## src/rtl/fflags_queue_pkg.sv

```systemverilog
// -----------------------------------------------------------------------------
// fflags_queue_pkg
//   Shared types and helpers for the fflags rob_idx queue controller.
//   - FFQ_DEPTH / FFQ_AW / FFQ_DW : default geometry of the rob_idx RAM
//   - ffq_ptr_t                   : RAM address / queue pointer type
//   - rob_idx_t                   : stored ROB index type
//   - ffq_ptr_inc()               : modulo-depth pointer increment; depth need
//                                   not be a power of two
// -----------------------------------------------------------------------------
package fflags_queue_pkg;

    localparam int FFQ_DEPTH = 7;
    localparam int FFQ_AW    = 3;
    localparam int FFQ_DW    = 7;

    typedef logic [FFQ_AW-1:0] ffq_ptr_t;
    typedef logic [FFQ_DW-1:0] rob_idx_t;

    // Wraps from depth-1 back to 0, so addresses depth..2**AW-1 are never
    // produced.
    function automatic ffq_ptr_t ffq_ptr_inc(input ffq_ptr_t    ptr,
                                             input int unsigned depth = FFQ_DEPTH);
        return (32'(ptr) == depth - 1) ? '0 : ptr + ffq_ptr_t'(1);
    endfunction

endpackage

```

## src/rtl/fflags_rob_idx_queue_ctrl.sv

```systemverilog
// -----------------------------------------------------------------------------
// fflags_rob_idx_queue_ctrl
//   Pointer / occupancy / handshake controller for the fflags rob_idx RAM.
//   FPU writeback pushes the rob_idx of each uop that raised fflags; the ROB
//   fflags-commit logic pops them in order. The RAM itself lives in the
//   parent and is reached through the ram_* ports (combinational read).
//
// Ports
//   clock, reset_n          : clock; synchronous active-low reset
//   enq_valid/ready/bits    : producer side (ready/valid)
//   deq_valid/ready/bits    : consumer side; deq_bits = ram_R0_data
//   flush                   : discard all entries (pipeline kill)
//   count                   : occupancy 0..DEPTH
//   ram_W0_addr/en/data     : RAM write port (tail)
//   ram_R0_addr/en/data     : RAM read port (head)
//
// Build option
//   FFLAGS_ROB_IDX_QUEUE_PIPE_EN : when defined, a full queue still accepts an
//   enqueue in a cycle where the head is being dequeued (enq_ready depends on
//   deq_ready). Undefined, enq_ready depends on count only.
// -----------------------------------------------------------------------------
module fflags_rob_idx_queue_ctrl
    import fflags_queue_pkg::*;
#(
    parameter int DEPTH = FFQ_DEPTH,
    parameter int AW    = FFQ_AW,
    parameter int DW    = FFQ_DW
) (
    input  logic          clock,
    input  logic          reset_n,

    input  logic          enq_valid,
    output logic          enq_ready,
    input  logic [DW-1:0] enq_bits,

    output logic          deq_valid,
    input  logic          deq_ready,
    output logic [DW-1:0] deq_bits,

    input  logic          flush,
    output logic [AW:0]   count,

    output logic [AW-1:0] ram_W0_addr,
    output logic          ram_W0_en,
    output logic [DW-1:0] ram_W0_data,
    output logic [AW-1:0] ram_R0_addr,
    output logic          ram_R0_en,
    input  logic [DW-1:0] ram_R0_data
);

    logic [AW-1:0] head_q, tail_q;
    logic [AW-1:0] head_d, tail_d;
    logic [AW:0]   count_q, count_d;
    logic          full, empty;
    logic          enq_fire, deq_fire;

    assign full  = (count_q == (AW+1)'(DEPTH));
    assign empty = (count_q == '0);

`ifdef FFLAGS_ROB_IDX_QUEUE_PIPE_EN
    // When full, the slot being written is the head being read this cycle;
    // the RAM returns the old data combinationally before the write edge.
    assign enq_ready = ~full | deq_ready;
`else
    assign enq_ready = ~full;
`endif

    assign deq_valid = ~empty;
    assign deq_fire  = deq_valid & deq_ready;
    // A flush drops any handshake in its cycle; the producer learns of it
    // through flush itself, so enq_ready is not masked.
    assign enq_fire  = enq_valid & enq_ready & ~flush;

    assign deq_bits    = ram_R0_data;
    assign ram_R0_addr = head_q;
    assign ram_R0_en   = deq_valid;
    assign ram_W0_addr = tail_q;
    assign ram_W0_en   = enq_fire;
    assign ram_W0_data = enq_bits;
    assign count       = count_q;

    // NOTE: every combinationally assigned variable gets a default at the top
    // of the block so no path leaves it unassigned (no latch inference).
    always_comb begin
        head_d  = head_q;
        tail_d  = tail_q;
        count_d = count_q;
        if (flush) begin
            head_d  = '0;
            tail_d  = '0;
            count_d = '0;
        end else begin
            if (enq_fire) tail_d = AW'(ffq_ptr_inc(ffq_ptr_t'(tail_q), DEPTH));
            if (deq_fire) head_d = AW'(ffq_ptr_inc(ffq_ptr_t'(head_q), DEPTH));
            case ({enq_fire, deq_fire})
                2'b10:   count_d = count_q + (AW+1)'(1);
                2'b01:   count_d = count_q - (AW+1)'(1);
                default: count_d = count_q;
            endcase
        end
    end

    // NOTE: state registers use non-blocking assignments so every flop samples
    // pre-edge values regardless of process ordering. The RAM contents are
    // deliberately never reset: deq_valid gates every read, so stale data is
    // unreachable.
    always_ff @(posedge clock) begin
        if (!reset_n) begin
            head_q  <= '0;
            tail_q  <= '0;
            count_q <= '0;
        end else begin
            head_q  <= head_d;
            tail_q  <= tail_d;
            count_q <= count_d;
        end
    end

endmodule
```

## config.mk

```make
export PLATFORM = sky130hd
export DESIGN_NAME = fflags_rob_idx_queue_ctrl
export DESIGN_NICKNAME = d
export VERILOG_FILES = /design/src/rtl/fflags_queue_pkg.sv /design/src/rtl/fflags_rob_idx_queue_ctrl.sv
export SDC_FILE = /design/constraint.sdc
export NUM_CORES = 1
export LEC_CHECK = 0
export CAP_MARGIN = 40
export CELL_PAD_IN_SITES_DETAIL_PLACEMENT = 1
export CELL_PAD_IN_SITES_GLOBAL_PLACEMENT = 1
export CORE_ASPECT_RATIO = 0.5
export CORE_MARGIN = 5
export CORE_UTILIZATION = 25
export DETAILED_ROUTE_END_ITERATION = 10
export PLACE_DENSITY = 0.88
export SYNTH_ARGS = -nofsm -noshare
export SYNTH_HDL_FRONTEND = slang
export SYNTH_SLANG_ARGS = --single-unit
```

## constraint.sdc

```tcl
create_clock -name clock -period 3.4 [get_ports clock]
set_clock_uncertainty 0.1 [all_clocks]
set_input_delay 0.34 -clock clock [delete_from_list [all_inputs] [get_ports clock]]
set_output_delay 0.34 -clock clock [all_outputs]
set_load 0.005 [all_outputs]
```

* Word-level counts from Yosys, hierarchy flattened
Cells that the tools add are included.
** Cells by class
- Add/subtract/negate cells :: 4
- Multipliers :: 0
- Divide/modulo/power cells :: 0
- Magnitude comparators :: 0
- Equal/unequal tests :: 5
- Shift operators :: 0
- Muxes and demuxes :: 3
- Bitwise operators :: 7
- Reduce and logical (&&, ||, !) cells :: 3
** Operators with widths (number)
- case mux 4 bit (2 select lines) :: 1
- adder 3 x 1 -> 3 bit, second input constant :: 2
- == test 3 bit, second input constant :: 2
- 2-to-1 mux 3 bit :: 2
- adder 4 x 1 -> 4 bit, second input constant :: 1
- == test 4 x 3 -> 1 bit, second input constant :: 1
- zero test 4 bit :: 1
- NOT 1 bit :: 4
- subtractor 4 x 1 -> 4 bit, second input constant :: 1
- AND 1 bit :: 3
- == test 2 x 1 -> 1 bit, second input constant :: 1
- == test 2 bit, second input constant :: 1
- nonzero test 2 bit :: 1
- OR reduction 2 bit :: 1
** Storage, ports and cells
- Bits in registers :: 10
- Latch bits :: 0
- Bits in writable memories :: 0
- Bits in read-only memories :: 0
- Input port bits :: 19
- Output and inout bits :: 28
- Word-level logic and storage cells :: 25
- Memories kept :: 0

* Longest topological paths before layout
Gate-level depths: netlist of the first run.
- Word-level depth :: 6
- Depth in mapped cells :: 10
- Gate-level depth less buffers :: 10

* Worst setup path before layout of the first run
No wires, ideal clock.
- Path kind :: reg-to-reg
- From :: register count_q[3] (netlist: count[3])
- To :: register count_q[3] (netlist: count[3])
- Library setup time :: 0.127 ns
- Arrival time :: 2.058 ns
- Required time :: 3.173 ns
- Setup slack :: 1.115 ns
- Cell stages (with the launch flop) :: 10
- Buffers on the path :: 0
- Period minus slack after synthesis :: 2.285 ns
- Cells stage by stage :: dfxtp_1 nand4b_1 nand2_1 or2_2 ha_1 ha_1 nand3_1 and4b_1 o21ai_0 o31ai_1
** Between the ends
- Cells in the longest elaborated chain, start to end :: 6
- Elaborated cells between the ends (all ways) :: 13
- Those cells by class :: add/sub: 2; eq/ne: 3; mux: 1; bitwise: 5; reduce/logical: 2
** Ends and longest elaborated chain
- from (decl) :: line fflags_rob_idx_queue_ctrl.sv:53 : logic [AW:0] count_q, count_d;
- from (signal assigned) :: line fflags_rob_idx_queue_ctrl.sv:115 : count_q <= count_d;
- == test 4 x 3 -> 1 bit (*) :: line fflags_rob_idx_queue_ctrl.sv:57 : assign full = (count_q == (AW+1)'(DEPTH));
- NOT 1 bit (*) :: line fflags_rob_idx_queue_ctrl.sv:65 : assign enq_ready = ~full;
- net enq_ready :: line fflags_rob_idx_queue_ctrl.sv:33 : output logic enq_ready,
- AND 1 bit (*) (2 in series) :: line fflags_rob_idx_queue_ctrl.sv:72 : assign enq_fire = enq_valid & enq_ready & ~flush;
- == test 2 x 1 -> 1 bit / == test 2 bit (equally long branches) :: line fflags_rob_idx_queue_ctrl.sv:95 : case ({enq_fire, deq_fire})
- case mux 4 bit (2 select lines) / nonzero test 2 bit (equally long branches)
Mark *: on every way through the listed nets, which the timed path passes. The rest lies on a longest branch.
A chain may end at the register's enable or synchronous reset.

* Final worst setup path of the first run
- From :: register count_q[3] (netlist: count[3])
- To :: register count_q[3] (netlist: count[3])
** Between the ends
- Cells in the longest elaborated chain, start to end :: 6
- Elaborated cells between the ends (all ways) :: 13
- Those cells by class :: add/sub: 2; eq/ne: 3; mux: 1; bitwise: 5; reduce/logical: 2
** Ends and longest elaborated chain (line)
- == test 4 x 3 -> 1 bit :: fflags_rob_idx_queue_ctrl.sv:57
- NOT 1 bit :: fflags_rob_idx_queue_ctrl.sv:65
- AND 1 bit (2 in series) :: fflags_rob_idx_queue_ctrl.sv:72
- == test 2 x 1 -> 1 bit / == test 2 bit (equally long branches) :: fflags_rob_idx_queue_ctrl.sv:95
- case mux 4 bit (2 select lines) / nonzero test 2 bit (equally long branches)
Parallel ways exist; a longest one is shown, timed or not.

==> impl_metrics.toml, run 1 <==
[layout]
regArea_sq_um = 200
antenna_cells = 0
num-nets-final = 109
multi_input_area_sq_um = 333
fillers = 320
drive_gt1_share_pct = 10.7
areaGrowthSynthToFinish_pct = 20.6

[clocking]
cts_made_buffers = 3
cts_resized = 0
clk_pin_slew_worst_paths_ns = 0.05
cts_tree = "yes"
cts.sinks = 10
postCtsHoldBufs = 0
clock_path_buffers = 2
clk-insertion-delay-late_ns = 0.23
clock-root-buffer = "clkbuf_8"
htreeDepth = 1
postCtsSetupBuffers = 0

[global_routing]
grt_start_max_net_pins = 12
grt_antenna_before_repair = 0
grt_usage_pct = 8.37
gr-total-overflow = 0
grt_pass1_wl_um = 2540
grt_pass1_vias = 554

[floorplanning]
rows = 13
ioPinCount = 47
initial_utilization_pct = 26.1
fp.dieW_um = 83.7
die_h_um = 46.9
core_sq_um = 2600
dieArea_sq_um = 3920

[timing]
slew_headroom_pct = 81.1
hold_violations = 0
setup_tns_ns = 0
hold_ws_ns = 0.416
timing.fmax_mhz = 395
finalMaxSlewViolations = 0
finalCriticalPeriod_ns = 2.53
setup_violations = 0
fin_crit_sh_pct = 74.4
worst_slew_pin_slew_ns = 0.281
rsz0062_at_grt = "no"

[synth]
async_flop_share_pct = 0
yosysMostFrequentCell = "buf_4"
synth_area_leaders = "dfxtp_1 (29%), buf_4 (17%), ha_1 (5.5%)"
syn_inst = 80
yosys_most_used_dff = "dfxtp_1"
syn_nets = 103
yosysWarnings = 0
seq_area_frac_synth_pct = 29.5
synth-edff-count = 0
ys_seq_elements = 10
yosysUniqueCellTypes = 30
syn_area_sq_um = 679
syn_avg_cell_area_sq_um = 8.49
yosysTopAreaCellShare_pct = 29.5
synth_top_area_cell = "dfxtp_1"
yosys-top-cells-count = "buf_4 (15), dfxtp_1 (10), nor2_1 (8)"

[critical_path]
crit_fanout = 6
arrival_ns = 2.58
start_kind = "flop"
required_ns = 3.45
ff2ff_path_depth = 9
crit_type = "reg2reg"
r2r_setup_slack_ns = 0.87
end_kind = "flop"
r2r-start = "count[3]"
r2r_end = "count[3]"

[detailed_routing]
wl_um = 1520
ant_nets = 0
dr.pass1.iters = 4
drt_iter0_markers = 9
vias = 523
drc = 0
avgViaCountPerCell = 4.32
wire_per_inst_um = 12.5

[hold_path]
holdPathEnd = "ram_W0_addr[2]"
min_path_type = "reg2reg"
min-delay-start = "ram_W0_addr[2]"
hold_depth = 2

[placement]
dp_hpwl_um = 1130
gp_congestion = 0.680
io_buffers = 18

[run_status]
status = "complete, no violations"

[power_and_ir_drop]
leakage_uw = 0.000306
irDropWorstVdd_uv = 112
pwr_density_cell_nw_per_um2 = 337

[run]
cap_violations = 0
## through the flow
| step | total power [uW] | cells | utilization, % | setup WS (ns) | cell area, sq um |
|---|---|---|---|---|---|
| after floorplan | 157 | 80 | - | 1.12 | 679 |
| after global placement | 157 | 118 | 29.9 | 0.810 | 778 |
| after detailed placement | 158 | 118 | 29.9 | 0.691 | 778 |
| after CTS | 281 | 121 | 31.5 | 0.836 | 820 |
| after global routing | 291 | 121 | 31.5 | 0.645 | 820 |
| final | 276 | 121 | 31.5 | 0.871 | 820 |
## worst max path at each step
stage	from	end	slack (ns)
global route	count[3]	count[3]	0.65
global placement	enq_valid	count[3]	0.81
detailed placement	enq_valid	count[3]	0.69
floorplan	count[3]	count[3]	1.12
CTS	count[3]	count[3]	0.84
finish	count[3]	count[3]	0.87
## logic make-up after synthesis
| group | count (synthesis) | share of synthesized area [%] |
|---|---|---|
| and+or+nand+nor | 25 | 21.0 |
| buffers and inverters | 22 | 21.5 |
| AOI/OAI and AO/OA | 16 | 15.5 |
| DFF | 10 | 29.5 |
| adders and majority gates | 4 | 8.47 |
| xor gates and xnor gates | 2 | 2.58 |
| muxes | 1 | 1.47 |
## routing by layer
metal  up-vias  GRT usage [%]  wire length, um
met5         -              0                0
met4         0           3.53                2
met3         2           3.33               78
met2         5           16.7              844
met1       249           8.19              592
li1        267              -                -
## registers in the layout (all words and copies together) (netlist names)
name / cells
count: 4
ram_R0_addr: 3
ram_W0_addr: 3
## final cells by class
cell class	instances	area share (%)
inverter	5	2.29
multi-input combinational	48	40.6
clock buffer	3	5.04
timing repair buffer	18	22.0
tap	37	5.65
sequential	10	24.4
## worst max-delay path, stage by stage (launching register included)
cell,delay [ns]
dfxtp_1,0.40
nand4b_1,0.24
nand2_1,0.16
or2_2,0.31
ha_1,0.26
ha_1,0.35
a21oi_1,0.10
a211oi_1,0.31
o21ai_0,0.14
o31ai_1,0.07
## power by group
part	internal, uW	switching, uW
registers	120	3.11
logic	18.7	14.8
clock network	77.2	42.9
## cells in the final DEF, fill, tap and decap left out, types with 2 or more instances in the layout
master,netlist,routed
a21oi_1,7,7
clkbuf_8,0,3
clkdlybuf4s50_1,0,18
dfxtp_1,10,10
ha_1,3,3
inv_1,5,5
nand2_1,6,6
nand4b_1,2,2
nor2_1,8,8
o21ai_0,2,2
xor2_1,2,2
Note: power is estimated with default switching activity, not from simulation.
==> inputs of run 2 (changes only) <==
--- a/config.mk
+++ b/config.mk
@@ -10,9 +10,9 @@
 export CELL_PAD_IN_SITES_GLOBAL_PLACEMENT = 1
 export CORE_ASPECT_RATIO = 0.5
 export CORE_MARGIN = 5
-export CORE_UTILIZATION = 25
+export CORE_UTILIZATION = 23
 export DETAILED_ROUTE_END_ITERATION = 10
-export PLACE_DENSITY = 0.88
+export PLACE_DENSITY = 0.83
 export SYNTH_ARGS = -nofsm -noshare
 export SYNTH_HDL_FRONTEND = slang
 export SYNTH_SLANG_ARGS = --single-unit
==> constraint.sdc (replaced) <==
create_clock -name clock -period 2.6 [get_ports clock]
set_clock_uncertainty 0.1 [all_clocks]
set_input_delay 0.26 -clock clock [delete_from_list [all_inputs] [get_ports clock]]
set_output_delay 0.26 -clock clock [all_outputs]
set_load 0.005 [all_outputs]
==> run 2 against run 1 <==
Clock power increased by 61%. Routed wire length grew 4.7%. Setup slack lost 0.70 ns. Utilization is 0.21 points higher. Die area is 7.2% higher. Power increased by 45%. Sequential share of layout area decreased by 1.0 points. Critical path depth unchanged. Hold slack hardly changed. Global-route usage decreased by 0.60 points. Largest cell class unchanged. Largest power group is now the clock network. Highest routed layer unchanged.
==> impl_metrics.toml, run 2 (synthesis gave the netlist of run 1 again) <==
[run_status]
status = "complete, no violations"

[clocking]
htreeDepth = 1
clk_pin_slew_worst_paths_ns = 0.05
cts_resized = 0
clock-root-buffer = "clkbuf_8"
clock_path_buffers = 2
clk-insertion-delay-late_ns = 0.24
cts_made_buffers = 3
cts_tree = "yes"
postCtsSetupBuffers = 0
postCtsHoldBufs = 0
cts.sinks = 10

[power_and_ir_drop]
pwr_density_cell_nw_per_um2 = 467
irDropWorstVdd_uv = 156
leakage_uw = 0.000328

[timing]
worst_slew_pin_slew_ns = 0.246
slew_headroom_pct = 83.5
finalMaxSlewViolations = 0
fin_crit_sh_pct = 93.2
setup_violations = 0
hold_ws_ns = 0.416
hold_violations = 0
rsz0062_at_grt = "no"
finalCriticalPeriod_ns = 2.42
setup_tns_ns = 0
timing.fmax_mhz = 413

[critical_path]
cp_common_cell = "ha_1"
start_kind = "flop"
crit_start = "count[3]"
end_kind = "flop"
crit_type = "reg2reg"
crit_fanout = 6
crit_chain = "nand4b_1 -> nand2_1 -> or2_2 -> ha_1 -> ha_1 -> a21oi_1 -> a211oi_1 -> o21ai_0 -> o31ai_1"
arrival_ns = 2.44
r2r-start = "count[3]"
critical-path-slowest-cell = "dfxtp_1"
required_ns = 2.62
slowest_delay_ns = 0.42

[floorplanning]
die_h_um = 48.4
dieArea_sq_um = 4210
fp.dieW_um = 86.9
initial_utilization_pct = 25.2
rows = 13
core_sq_um = 2700
ioPinCount = 47

[global_routing]
grt_usage_pct = 7.77
grt_pass1_vias = 557
grt_antenna_before_repair = 0
gr-total-overflow = 0
grt_start_max_net_pins = 12
grt_pass1_wl_um = 2560

[placement]
dp_hpwl_um = 1200
io_buffers = 18
gp_congestion = 0.761

[hold_path]
min_path_type = "reg2reg"
min-delay-start = "ram_W0_addr[2]"

[detailed_routing]
wl_um = 1590
vias = 554
avgViaCountPerCell = 4.43
wire_per_inst_um = 12.7
dr.pass1.iters = 2
drc = 0
ant_nets = 0
drt_iter0_markers = 34

[layout]
final_cell_mix = "clkdlybuf4s50_1 (18), dfxtp_1 (10), nor2_1 (8)"
num-nets-final = 112
largest_reg_flops = 4
areaGrowthSynthToFinish_pct = 26.0
antenna_cells = 0
drive_gt1_share_pct = 14.8
final_common_cell = "clkdlybuf4s50_1"

[run]
cap_violations = 0
## run 2: changes by cell type in the layout (fill, tap and decap cells not counted), sizes merged
cell,change
buf,+3
clkbuf,+1
## run 2: final timing paths
path / cells past startpoint / slack (ns) / to
hold / removal: 2 / 0.42 / ram_W0_addr[2]
hold reg to reg: 2 / 0.42 / ram_W0_addr[2]
setup reg to reg: 9 / 0.18 / count[3]
setup / recovery: 9 / 0.18 / count[3]
## run 2: critical path, delay by kind of cell (launching register included)
family / cells / cell delay [ns]
DFF: 1 / 0.42
AOI/OAI and AO/OA: 4 / 0.61
adders and majority gates: 2 / 0.61
and+or+nand+nor: 3 / 0.56
## run 2: layout make-up
| class | instances | area (sq um) |
|---|---|---|
| timing repair buffer | 21 | 203 |
| clock buffer | 4 | 55.1 |
| multi-input combinational | 48 | 333 |
| fill | 332 | 1840 |
| inverter | 5 | 18.8 |
| tap | 37 | 46.3 |
| sequential | 10 | 200 |
## run 2: power breakdown
part           switching, uW  internal (uW)
clock network           60.2            133
registers               4.12            156
logic                   19.9           26.1
## run 2: per-layer routing
metal	wire length [um]	up-vias	track usage, %
li1	-	276	-
met1	623	267	7.34
met2	868	5	14.5
met3	67	6	2.53
met4	30	0	4.66
met5	0	-	0
## run 2: per-stage QoR
| step | cells | area (sq um) | total power, uW | worst slack, ns | util [%] |
|---|---|---|---|---|---|
| finish | 125 | 856 | 400 | 0.176 | 31.7 |
| global route | 125 | 856 | 421 | 0.0504 | 31.7 |
| detailed placement | 121 | 801 | 209 | 0.0357 | 29.7 |
| floorplan | 80 | 679 | 205 | 0.315 | - |
| CTS | 125 | 856 | 407 | 0.175 | 31.7 |
| global placement | 121 | 801 | 208 | 0.128 | 29.7 |
==> inputs of run 3 (changes only) <==
--- a/config.mk
+++ b/config.mk
@@ -9,9 +9,9 @@
 export CELL_PAD_IN_SITES_DETAIL_PLACEMENT = 1
 export CELL_PAD_IN_SITES_GLOBAL_PLACEMENT = 1
 export CORE_ASPECT_RATIO = 0.5
-export CORE_MARGIN = 5
 export CORE_UTILIZATION = 23
 export DETAILED_ROUTE_END_ITERATION = 10
+export GPL_TIMING_DRIVEN = 0
 export PLACE_DENSITY = 0.83
 export SYNTH_ARGS = -nofsm -noshare
 export SYNTH_HDL_FRONTEND = slang
==> run 3 against run 2 <==
Via count rose by 25%. Count of clock-buffer cells in the layout is the same. Final area is 33% higher. Power up 13%. Largest cell class is now buffers. Largest power group unchanged.
==> impl_metrics.toml, run 3 (synthesis gave the netlist of run 1 again) <==
[power_and_ir_drop]
power_uw = 450
irDropWorstVdd_uv = 139
leakage_uw = 0.000453
pwr_density_cell_nw_per_um2 = 396

[timing]
slew_headroom_pct = 76.0
worst_slack_ns = 0.167
setup_tns_ns = 0
rsz0062_at_grt = "no"
timing.fmax_mhz = 411
finalCriticalPeriod_ns = 2.43
setup_violations = 0
worst_slew_pin_slew_ns = 0.359
finalMaxSlewViolations = 0
hold_violations = 0
fin_crit_sh_pct = 93.6

[critical_path]
crit_chain = "nand4b_1 -> nand2_1 -> or2_2 -> ha_2 -> ha_4 -> nand3_1 -> and4b_1 -> o21ai_0 -> o31ai_1"
worst-path-buf-inv = 0
cp_top_family = "simple AND/OR/NAND/NOR gates"
worstSetupPathDepth = 9
end_kind = "flop"
crit_fanout = 6
r2r-start = "count[2]"
crit_start = "count[2]"
slowest_delay_ns = 0.38
required_ns = 2.62
start_kind = "flop"
ff2ff_path_depth = 9
crit_type = "reg2reg"
arrival_ns = 2.46
critical-path-slowest-cell = "dfxtp_1"
r2r_setup_slack_ns = 0.17
r2r_end = "count[3]"

[global_routing]
grt_pass1_wl_um = 2440
gr-total-overflow = 0
grt_usage_pct = 10.5
grt_antenna_before_repair = 0
grt_pass1_vias = 581
grt_start_max_net_pins = 11

[layout]
drive_gt1_share_pct = 27.1
antenna_cells = 0
num-nets-final = 142
fillers = 332
multi_input_area_sq_um = 353
final_common_cell = "clkdlybuf4s50_1"
areaGrowthSynthToFinish_pct = 67.4
design_area_sq_um = 1140
largest_reg_flops = 4
regArea_sq_um = 201
final_cell_mix = "clkdlybuf4s50_1 (32), buf_4 (17), dfxtp_1 (9)"

[hold_path]
holdPathEnd = "count[3]"
min_path_type = "reg2reg"
min-delay-start = "count[3]"
hold_depth = 2

[detailed_routing]
wire_per_inst_um = 11.4
avgViaCountPerCell = 4.47
dr.pass1.iters = 2
ant_nets = 0
drc = 0
vias = 693
drt_iter0_markers = 3
wl_um = 1770

[clocking]
clk_pin_slew_worst_paths_ns = 0.05
clock-root-buffer = "clkbuf_8"
cts.sinks = 10
clock_path_buffers = 2
htreeDepth = 1
cts_tree = "yes"
cts_made_buffers = 3
clk-insertion-delay-late_ns = 0.24

[placement]
dp_hpwl_um = 1340
io_buffers = 32
place_area_sq_um = 1050
place_ws_ns = -0.0687
gp_congestion = 0.743

[floorplanning]
initial_utilization_pct = 25.2
die_h_um = 40.4
dieArea_sq_um = 3190
ioPinCount = 47
rows = 13
core_sq_um = 2700
fp.dieW_um = 78.9

[run]
cap_violations = 0

[run_status]
status = "complete, no violations"
==> run 3: changes by cell type in the layout (fill, tap and decap cells not counted) <==
cell,delta
ha_2,+1
buf_4,+14
ha_1,-2
dfxtp_2,+1
dfxtp_1,-1
ha_4,+1
clkbuf_1,+1
a211oi_2,+1
buf_6,+1
a211oi_1,-1
clkdlybuf4s50_1,+14
==> run 3: timing repair <==
action	4_1_cts	5_1_grt
gates resized for setup	0	4
setup endpoints to repair	0	1
buffers inserted	0	2
hold buffers	0	0
==> run 3: worst max-delay path by stage <==
stage,to,slack (ns)
after global routing,count[3],0.03
after global placement,count[3],0.02
after detailed placement,count[3],-0.07
after CTS,count[3],0.02
final,count[3],0.17
after floorplan,count[3],0.32
==> run 3: layout make-up <==
class                      count  share of cell area [%]
tap                           37                    4.07
multi-input combinational     48                    31.0
buffer                        17                    11.2
clock buffer                   4                    4.84
sequential                    10                    17.7
timing repair buffer          34                    29.5
inverter                       5                    1.65
==> run 3: report_power, final <==
| group | switching (uW) | internal [uW] | total (uW) |
|---|---|---|---|
| combinational | 28.6 | 59.2 | 87.8 |
| sequential | 4.14 | 156 | 160 |
| clock | 68.5 | 134 | 202 |
| total | 101 | 349 | 450 |
==> run 3: worst min-delay path: cells and delay by family, from the launching register on <==
kind / cells / cell delay (ns)
AO/OA/AOI/OAI: 1 / 0.05
flip-flops: 1 / 0.34
AND/OR/NAND/NOR: 1 / 0.06
==> run 3: per-layer routing <==
metal  global-route usage [%]  share of wire, %  up-vias
met5                        0                 0        -
met4                     4.09              0.51        0
met3                     5.00               9.0        3
met2                     20.4                52       31
met1                     10.2                39      325
li1                         -                 -      334
==> run 3: stage by stage <==
| stage | hold WS [ns] | util, % | std cells |
|---|---|---|---|
| floorplan | 0.377 | - | 80 |
| global placement | 0.390 | 38.7 | 149 |
| detailed placement | 0.402 | 38.7 | 149 |
| CTS | 0.409 | 40.8 | 153 |
| global route | 0.435 | 42.1 | 155 |
| finish | 0.398 | 42.1 | 155 |
